File: config.mk
export PLATFORM = sky130hd
export DESIGN_NAME = pic_fetch_ctrl
export DESIGN_NICKNAME = d
export VERILOG_FILES = /design/src/rtl/pic_pkg.sv /design/src/rtl/pic_ret_stack.sv /design/src/rtl/pic_fetch_ctrl.sv
export SDC_FILE = /design/constraint.sdc
export NUM_CORES = 1
export LEC_CHECK = 0
export CORE_ASPECT_RATIO = 0.5
export CORE_MARGIN = 10
export CORE_UTILIZATION = 45
export CTS_CLUSTER_SIZE = 28
export DETAILED_ROUTE_END_ITERATION = 8
export GPL_ROUTABILITY_DRIVEN = 0
export PLACE_DENSITY = 0.66
export REMOVE_ABC_BUFFERS = 1
export SETUP_SLACK_MARGIN = 0.3
export SLEW_MARGIN = 10
export SYNTH_ARGS = -nofsm -noshare
export SYNTH_HDL_FRONTEND = slang
export SYNTH_SLANG_ARGS = --single-unit
File: constraint.sdc
create_clock -name clk -period 3.3 [get_ports clk]
set_input_delay 0.33 -clock clk [delete_from_list [all_inputs] [get_ports clk]]
set_output_delay 0.33 -clock clk [all_outputs]
set_load 0.1 [all_outputs]
File: src/rtl/pic_pkg.sv
// Shared types and constants for the PIC-style instruction fetch path.
package pic_pkg;

    localparam int PC_W        = 11;
    localparam int INSN_W      = 14;
    localparam int STACK_DEPTH = 8;
    localparam int SP_W        = $clog2(STACK_DEPTH);

    localparam logic [INSN_W-1:0] NOP_WORD = 14'h0000;

    typedef logic [PC_W-1:0] pc_t;

    typedef enum logic [1:0] {BOOT, RUN, FLUSH, HALT} fetch_state_t;

endpackage

File: src/rtl/pic_ret_stack.sv
// Hardware return stack: circular 8x11 register file with sticky over/underflow flags.
// PIC_STACK_TRAP_EN: refuse the push at ptr=7 / pop at ptr=0, flag it and raise trap_o.
module pic_ret_stack
    import pic_pkg::*;
(
    input  logic            clk,
    input  logic            rst_n,
    input  logic            push_i,
    input  logic            pop_i,
    input  pc_t             push_data_i,
    output pc_t             top_o,
    output logic [SP_W-1:0] ptr_o,
    output logic            ovf_o,
    output logic            unf_o,
    output logic            trap_o
);

    pc_t             mem_q [STACK_DEPTH];
    logic [SP_W-1:0] ptr_q;
    logic            ovf_q, unf_q;

    assign top_o = mem_q[ptr_q - SP_W'(1)];
    assign ptr_o = ptr_q;
    assign ovf_o = ovf_q;
    assign unf_o = unf_q;

`ifdef PIC_STACK_TRAP_EN
    assign trap_o = (push_i && ptr_q == SP_W'(STACK_DEPTH-1)) || (pop_i && ptr_q == '0);

    always_ff @(posedge clk or negedge rst_n) begin
        if (!rst_n) begin
            ptr_q <= '0;
            ovf_q <= 1'b0;
            unf_q <= 1'b0;
            for (int i = 0; i < STACK_DEPTH; i++) mem_q[i] <= '0;
        end else if (push_i) begin
            if (ptr_q == SP_W'(STACK_DEPTH-1)) begin
                ovf_q <= 1'b1;
            end else begin
                mem_q[ptr_q] <= push_data_i;
                ptr_q        <= ptr_q + SP_W'(1);
            end
        end else if (pop_i) begin
            if (ptr_q == '0) unf_q <= 1'b1;
            else             ptr_q <= ptr_q - SP_W'(1);
        end
    end
`else
    // Occupancy tells "full" apart from "empty", since both show ptr=0.
    logic [SP_W:0] cnt_q;

    assign trap_o = 1'b0;

    always_ff @(posedge clk or negedge rst_n) begin
        if (!rst_n) begin
            ptr_q <= '0;
            cnt_q <= '0;
            ovf_q <= 1'b0;
            unf_q <= 1'b0;
            for (int i = 0; i < STACK_DEPTH; i++) mem_q[i] <= '0;
        end else if (push_i) begin
            mem_q[ptr_q] <= push_data_i;
            ptr_q        <= ptr_q + SP_W'(1);
            if (cnt_q == (SP_W+1)'(STACK_DEPTH)) ovf_q <= 1'b1;
            else                                 cnt_q <= cnt_q + (SP_W+1)'(1);
        end else if (pop_i) begin
            ptr_q <= ptr_q - SP_W'(1);
            if (cnt_q == '0) unf_q <= 1'b1;
            else             cnt_q <= cnt_q - (SP_W+1)'(1);
        end
    end
`endif

endmodule

File: src/rtl/pic_fetch_ctrl.sv
// Fetch sequencer: owns the PC, loads the IR from the ROM, handles redirects with one bubble.
// PIC_STACK_TRAP_EN (inside pic_ret_stack) turns stack over/underflow into a permanent HALT.
module pic_fetch_ctrl
    import pic_pkg::*;
(
    input  logic              clk,
    input  logic              rst_n,
    output logic [PC_W-1:0]   Rom_addr_out,
    input  logic [INSN_W-1:0] Rom_data_in,
    input  logic              stall,
    input  logic              branch_en,
    input  logic              call_en,
    input  logic              ret_en,
    input  logic              skip_en,
    input  logic              sleep_en,
    input  logic              wake,
    input  logic [PC_W-1:0]   branch_addr,
    output logic [INSN_W-1:0] ir_out,
    output logic              ir_valid,
    output logic [PC_W-1:0]   pc_of_ir,
    output logic [2:0]        stack_ptr,
    output logic              stack_ovf,
    output logic              stack_unf
);

    fetch_state_t      state_q, state_d;
    pc_t               pc_q, pc_d, pcir_q, pcir_d, stk_top;
    logic [INSN_W-1:0] ir_q, ir_d;
    logic              vld_q, vld_d, trap_q, trap_d;
    logic              push, pop, redirect, stk_trap;

    pic_ret_stack u_stack (
        .clk         (clk),
        .rst_n       (rst_n),
        .push_i      (push),
        .pop_i       (pop),
        .push_data_i (pc_q),
        .top_o       (stk_top),
        .ptr_o       (stack_ptr),
        .ovf_o       (stack_ovf),
        .unf_o       (stack_unf),
        .trap_o      (stk_trap)
    );

    always_comb begin
        state_d  = state_q;
        pc_d     = pc_q;
        ir_d     = ir_q;
        vld_d    = vld_q;
        pcir_d   = pcir_q;
        trap_d   = trap_q;
        push     = 1'b0;
        pop      = 1'b0;
        redirect = 1'b0;
        if (!stall) begin
            case (state_q)
                BOOT, FLUSH: begin
                    ir_d    = Rom_data_in;
                    vld_d   = 1'b1;
                    pcir_d  = pc_q;
                    pc_d    = pc_q + PC_W'(1);
                    state_d = RUN;
                end
                RUN: begin
                    if (ret_en) begin
                        pop      = 1'b1;
                        pc_d     = stk_top;
                        redirect = 1'b1;
                    end else if (call_en) begin
                        push     = 1'b1;
                        pc_d     = branch_addr;
                        redirect = 1'b1;
                    end else if (branch_en) begin
                        pc_d     = branch_addr;
                        redirect = 1'b1;
                    end else if (skip_en) begin
                        pc_d     = pc_q + PC_W'(1);
                        redirect = 1'b1;
                    end else if (sleep_en) begin
                        ir_d    = NOP_WORD;
                        vld_d   = 1'b0;
                        state_d = HALT;
                    end else begin
                        ir_d   = Rom_data_in;
                        vld_d  = 1'b1;
                        pcir_d = pc_q;
                        pc_d   = pc_q + PC_W'(1);
                    end
                    if (redirect) begin
                        ir_d    = NOP_WORD;
                        vld_d   = 1'b0;
                        state_d = FLUSH;
                    end
                    // A refused push/pop freezes the PC and locks the core in HALT.
                    if (stk_trap) begin
                        pc_d    = pc_q;
                        ir_d    = NOP_WORD;
                        vld_d   = 1'b0;
                        trap_d  = 1'b1;
                        state_d = HALT;
                    end
                end
                HALT: begin
                    vld_d = 1'b0;
                    if (wake && !trap_q) state_d = RUN;
                end
                default: state_d = BOOT;
            endcase
        end
    end

    always_ff @(posedge clk or negedge rst_n) begin
        if (!rst_n) begin
            state_q <= BOOT;
            pc_q    <= '0;
            ir_q    <= NOP_WORD;
            vld_q   <= 1'b0;
            pcir_q  <= '0;
            trap_q  <= 1'b0;
        end else begin
            state_q <= state_d;
            pc_q    <= pc_d;
            ir_q    <= ir_d;
            vld_q   <= vld_d;
            pcir_q  <= pcir_d;
            trap_q  <= trap_d;
        end
    end

    assign Rom_addr_out = pc_q;
    assign ir_out       = ir_q;
    assign ir_valid     = vld_q;
    assign pc_of_ir     = pcir_q;

endmodule

# Yosys cells after proc, flatten, opt, wreduce, memory -nomap -nowiden
# Cells that the tools add are included.
# word_totals
in_bits	34
output_inout_bits	42
ff_bits	136
elab_cells	120
# classes
muxes	59
order_cmp	3
reduce_logical	14
eq_ne	18
addsub	5
n_bitwise	4
# op_table
cell	n
$mux 11	13
$bwmux 88	1
$mux 14	6
$pmux 11 s2	2
$bmux 11 s3	1
$demux 11 s3	1
$pmux 14 s2	1
$mux 1	19
$mux 4	4
$ne 2x2->1 const B	8
$ne 3x2->1 const B	5
$mux 2	7
$reduce_and 7->1	2
$add 11x1->11 const B	1
$reduce_and 3->1	3
$ge 4x4->1 const B	2
$not 3->4	2
$mux 3	2
$ne 6x6->1 const B	1
$pmux 2 s3	1
$reduce_and 6->1	1
$reduce_and 5->1	1
$add 4x1->4 const B	1
$eq 2x2->1 const B	2
other kinds (14)	16

# Longest topological paths before layout
# depth
depth_word	8
depth_mapped	10
mapped_depth_nobuf	9

# Hierarchy
# From an unflattened synthesis, not the netlist that was laid out.
# unflattened
hier_cells	478
hier_area_um2	6593.8
# by_module_without_submodules
module	area_per_inst_um2	n_inst	seq_area_each_um2	cells_per_inst
pic_ret_stack	4543.1	1	2427.3	282
pic_fetch_ctrl	2050.7	1	1001.0	196

# Worst setup path before layout
# OpenSTA, ideal clock, no wires.
# synth_timing
path_kind	register -> register
from	register u_stack.ptr_q[0], in the netlist u_stack.ptr_o[0]
to	register pc_q[8], in the netlist Rom_addr_out[8]
path_buffers	4
required_ns	3.169
stages_incl_launch_ff	11
synth_period_minus_slack_ns	3.449
setup_time_ns	0.131
slack_ns	-0.149
t_arrival_ns	3.318
path_cell_list	dfrtp_1 > buf_2 > buf_2 > inv_1 > ha_1 > clkbuf_1 > buf_1 > mux4_2 > mux2i_1 > nor2_1 > or3_1
# synth_between
elab_chain_len	7
# synth_rtl
item	line_no	text
start: declaration	pic_ret_stack.sv:19	logic [SP_W-1:0] ptr_q;
start signal: assignment	pic_ret_stack.sv:63	ptr_q <= ptr_q + SP_W'(1);
start signal: assignment	pic_ret_stack.sv:67	ptr_q <= ptr_q - SP_W'(1);
$sub 3x1->3	pic_ret_stack.sv:22	assign top_o = mem_q[ptr_q - SP_W'(1)];
$not 3->4 (implied by the code)	pic_ret_stack.sv:22	
$bmux 11 s3	pic_ret_stack.sv:22	
$mux 11 (implied by the code) (2 in series)	pic_ret_stack.sv:22	
$mux 11	pic_fetch_ctrl.sv:65	if (ret_en) begin
$pmux 11 s2	pic_fetch_ctrl.sv:56	case (state_q)
end signal: assignment	pic_fetch_ctrl.sv:122	pc_q <= pc_d;
end: declaration	pic_fetch_ctrl.sv:27	pc_t pc_q, pc_d, pcir_q, pcir_d, stk_top;
# No other way between the ends. The select of a mux whose other input is x is not followed.
# A chain may end at the register's enable or synchronous reset.

# Final worst setup path
# layout_timing
from	register u_stack.ptr_q[1], in the netlist u_stack.ptr_o[1]
to	register pc_q[3], in the netlist Rom_addr_out[3]
# Same word-level chain as after synthesis.

==> summary.txt <==
Die
  – # IOs: 76
  – Initial Utilization: between 40% and 50%
  – Core area: 0.0138 sq mm
  – Overall die area: between 0.015 and 0.02 sq mm
  – Row count: 30
  – Die W: approximately 190 um
  – Die height: 105 um

Clocking
  – Cts bufs inserted: 17
  – CTS clk-pin slew, worst paths: about 60 ps
  – PostCTS Resize Cnt: 0
  – CTS tree: built
  – Clk root buf: clkbuf_16
  – Later-pin clock latency in the skew report: ~420 ps
  – Clk buf depth: 2
  – Clk sinks: between 100 and 150
  – H-tree Lvls: 4

Worst hold path
  – Worst hold path depth: 1
  – HP Class: reg2reg
  – Hold Path End: u_stack.unf_o$_DFFE_PN0P_
  – Hold Path Origin: u_stack.unf_o$_DFFE_PN0P_

Synthesis
  – Avg Cell Area, Syn: between 10 and 15 sq um
  – Top cells by area, synth: dfrtp_1 (52%), mux2_2 (18%), mux4_2 (6.2%)
  – Yosys top cell by area: dfrtp_1
  – Main synth FF type: dfrtp_1
  – Synth warnings: 0
  – Register area share after synthesis: around 52%
  – Mapped Area: roughly 0.0065 sq mm
  – Yosys top cell area share: 52.4%
  – Post-synth EDFFs: 0
  – Yosys cell types: 57
  – Yosys reg bits: 136
  – Async SR Flop Fraction: between 90% and 100%
  – Synth Instances: about 480

Drt
  – Vias per inst: 5.65
  – Drt wl/cell: 21.2 um
  – DRT iter0 DRCs: between 200 and 250
  – Vias: around 4300
  – Final ANT Viol Nets: 0
  – Drt drc: 0
  – Pre-antenna DRT Iters: 5
  – Routed WL: approximately 16000 um

Placement
  – Port buffer count: 75
  – DP HPWL: 10700 um
  – Dpl ws: 447 ps

STA
  – Endpoints failing setup: 0
  – Final WS setup: 646 ps
  – Final Critical Period: about 2700 ps
  – Hold slack: approximately 480 ps
  – Max_slew headroom: 33.4%
  – Highest clock rate: ~380 MHz
  – Fin Clk Skew: around 9.6 ps
  – RSZ-0062 raised after global routing: false
  – Hold Vio Cnt, Final: 0
  – Fin. max-slew vios: 0
  – Final period utilization: 80.4%
  – Worst-Margin Slew: ~1000 ps

Global routing
  – Pin count of the biggest net entering global routing: between 80 and 90
  – First-pass GRT wire length: 26000 um
  – GRT Overall Usage: roughly 17%
  – Grt ovf: 0
  – Vias in the first global route: between 4000 and 5000
  – Initial antenna violation count: 0

Setup path
  – Critical Path RT: roughly 3600 ps
  – Crit path DAT: 2940 ps
  – FF-to-FF Start: u_stack.ptr_o[1]$_DFFE_PN0P_
  – Endpoint class of the critical path: register
  – Slowest CP cell: mux4_1
  – Crit-path max FO: 11
  – Critical path launch point type: register
  – Slowest Stage Delay on Critical Path: roughly 640 ps
  – CP cell instances: inv_1 -> ha_1 -> xor2_4 -> mux4_1 -> mux2_2 -> o221ai_1 -> o21ai_1
  – Reg2reg path depth: 7
  – Critical R2R Capture: Rom_addr_out[3]$_DFFE_PN0P_
  – Worst Setup Path Type: reg2reg
  – Register-to-Register Setup Slack: approximately 650 ps

Layout
  – # nets final: slightly below 600
  – Fillers: between 1000 and 1500
  – Area grow syn2layout: 24.0%
  – Share of cells above drive strength 1: 35.2%
  – # diodes: 0
  – Finished Core Util: 58.3%

Status
  – Status: finished, final reports clean

Job
  – Max Cap Viol: 0
-- critical path: cells and delay by family (launching register included) --
| kind | cells | cell delay (ps) |
|---|---|---|
| mux | 2 | 930 |
| fa+ha+maj | 1 | 270 |
| compound gates | 2 | 240 |
| xor+xnor | 1 | 420 |
| buf+inv | 1 | 140 |
| flops | 1 | 510 |
-- Yosys cell counts (all sizes together), types with 4 or more instances --
master / count
a211oi: 5
a21oi: 11
a22o: 14
a31o: 4
buf: 23
clkbuf: 15
dfrtp: 136
ha: 5
inv: 5
mux2: 104
mux2i: 4
mux4: 22
nand2: 24
nand3: 10
nand4: 5
nor2: 17
nor2b: 5
o21ai: 9
o22ai: 4
o32a: 5
xnor2: 9
xor2: 4
-- what timing repair did --
item,4_1_cts,5_1_grt
hold endpoints to repair,25,0
setup buffers,0,0
hold buffers,1,0
-- stage by stage --
step                TNS [ps]  instance area [sq um]  cells
floorplan              -5460                   6290    438
detailed placement         0                   7420    724
global placement           0                   7420    724
finish                     0                   8050    757
CTS                        0                   8050    757
global route               0                   8050    757
-- sequential cells by signal, indices dropped and copies added (netlist names) --
name	count
ir_out	14
u_stack.mem_q	88
pc_of_ir	11
state_q	2
ir_valid	1
u_stack.ptr_o	3
u_stack.ovf_o	1
u_stack.unf_o	1
u_stack.cnt_q	4
Rom_addr_out	11
-- worst max-delay path by stage --
stage | start | endpoint | slack [ps] | cells after the start
6_report | u_stack.ptr_o[1]$_DFFE_PN0P_ | Rom_addr_out[3]$_DFFE_PN0P_ | 650 | 7
5_1_grt | u_stack.ptr_o[1]$_DFFE_PN0P_ | Rom_addr_out[3]$_DFFE_PN0P_ | 490 | 7
4_1_cts | u_stack.ptr_o[1]$_DFFE_PN0P_ | Rom_addr_out[3]$_DFFE_PN0P_ | 650 | 7
3_5_place_dp | stall | u_stack.cnt_q[3]$_DFFE_PN0P_ | 450 | 10
3_3_place_gp | stall | u_stack.cnt_q[3]$_DFFE_PN0P_ | 550 | 10
2_1_floorplan | u_stack.ptr_o[0]$_DFFE_PN0P_ | Rom_addr_out[7]$_DFFE_PN0P_ | -710 | 6
-- per-layer routing --
metal / part of all wire [%] / wire (um) / vias to the layer above / GRT usage (%)
li1: - / - / 1938 / -
met1: 48 / 7660 / 2218 / 22.6
met2: 46 / 7400 / 109 / 25.2
met3: 5.2 / 832 / 14 / 3.98
met4: 1.2 / 193 / 0 / 6.19
met5: 0 / 0 / - / 0
-- placed cells by master (no fill, tap or decap), drive strengths merged, types with 11 or more instances in the layout --
master / instances
a21oi: 11
a22o: 14
buf: 33
clkbuf: 17
clkdlybuf4s50: 61
dfrtp: 136
mux2: 104
mux4: 22
nand2: 24
nor2: 17
-- cells by family after synthesis --
group,after synthesis,synth area share [%]
flip-flops,136,52.4
multiplexers,130,26.5
AND/OR/NAND/NOR,78,6.46
AO/OA/AOI/OAI,70,7.96
buffers and inverters,43,3.28
XOR/XNOR,13,2.04
adder cells (fa/ha/maj),6,1.27
-- area by class of cell --
cell class                      count  area [sq um]  share of cell area (%)
Sequential cell                   136          3400                    42.3
Multi-Input combinational cell    297          2870                    35.7
Timing Repair Buffer               95           897                    11.1
Clock buffer                       17           425                    5.29
Tap cell                          192           240                    2.98
Clock inverter                     15           191                    2.38
Inverter                            5          18.8                   0.233
Power is not shown: default switching activity piles up to over one toggle a cycle in this logic, so the estimate is an artifact.
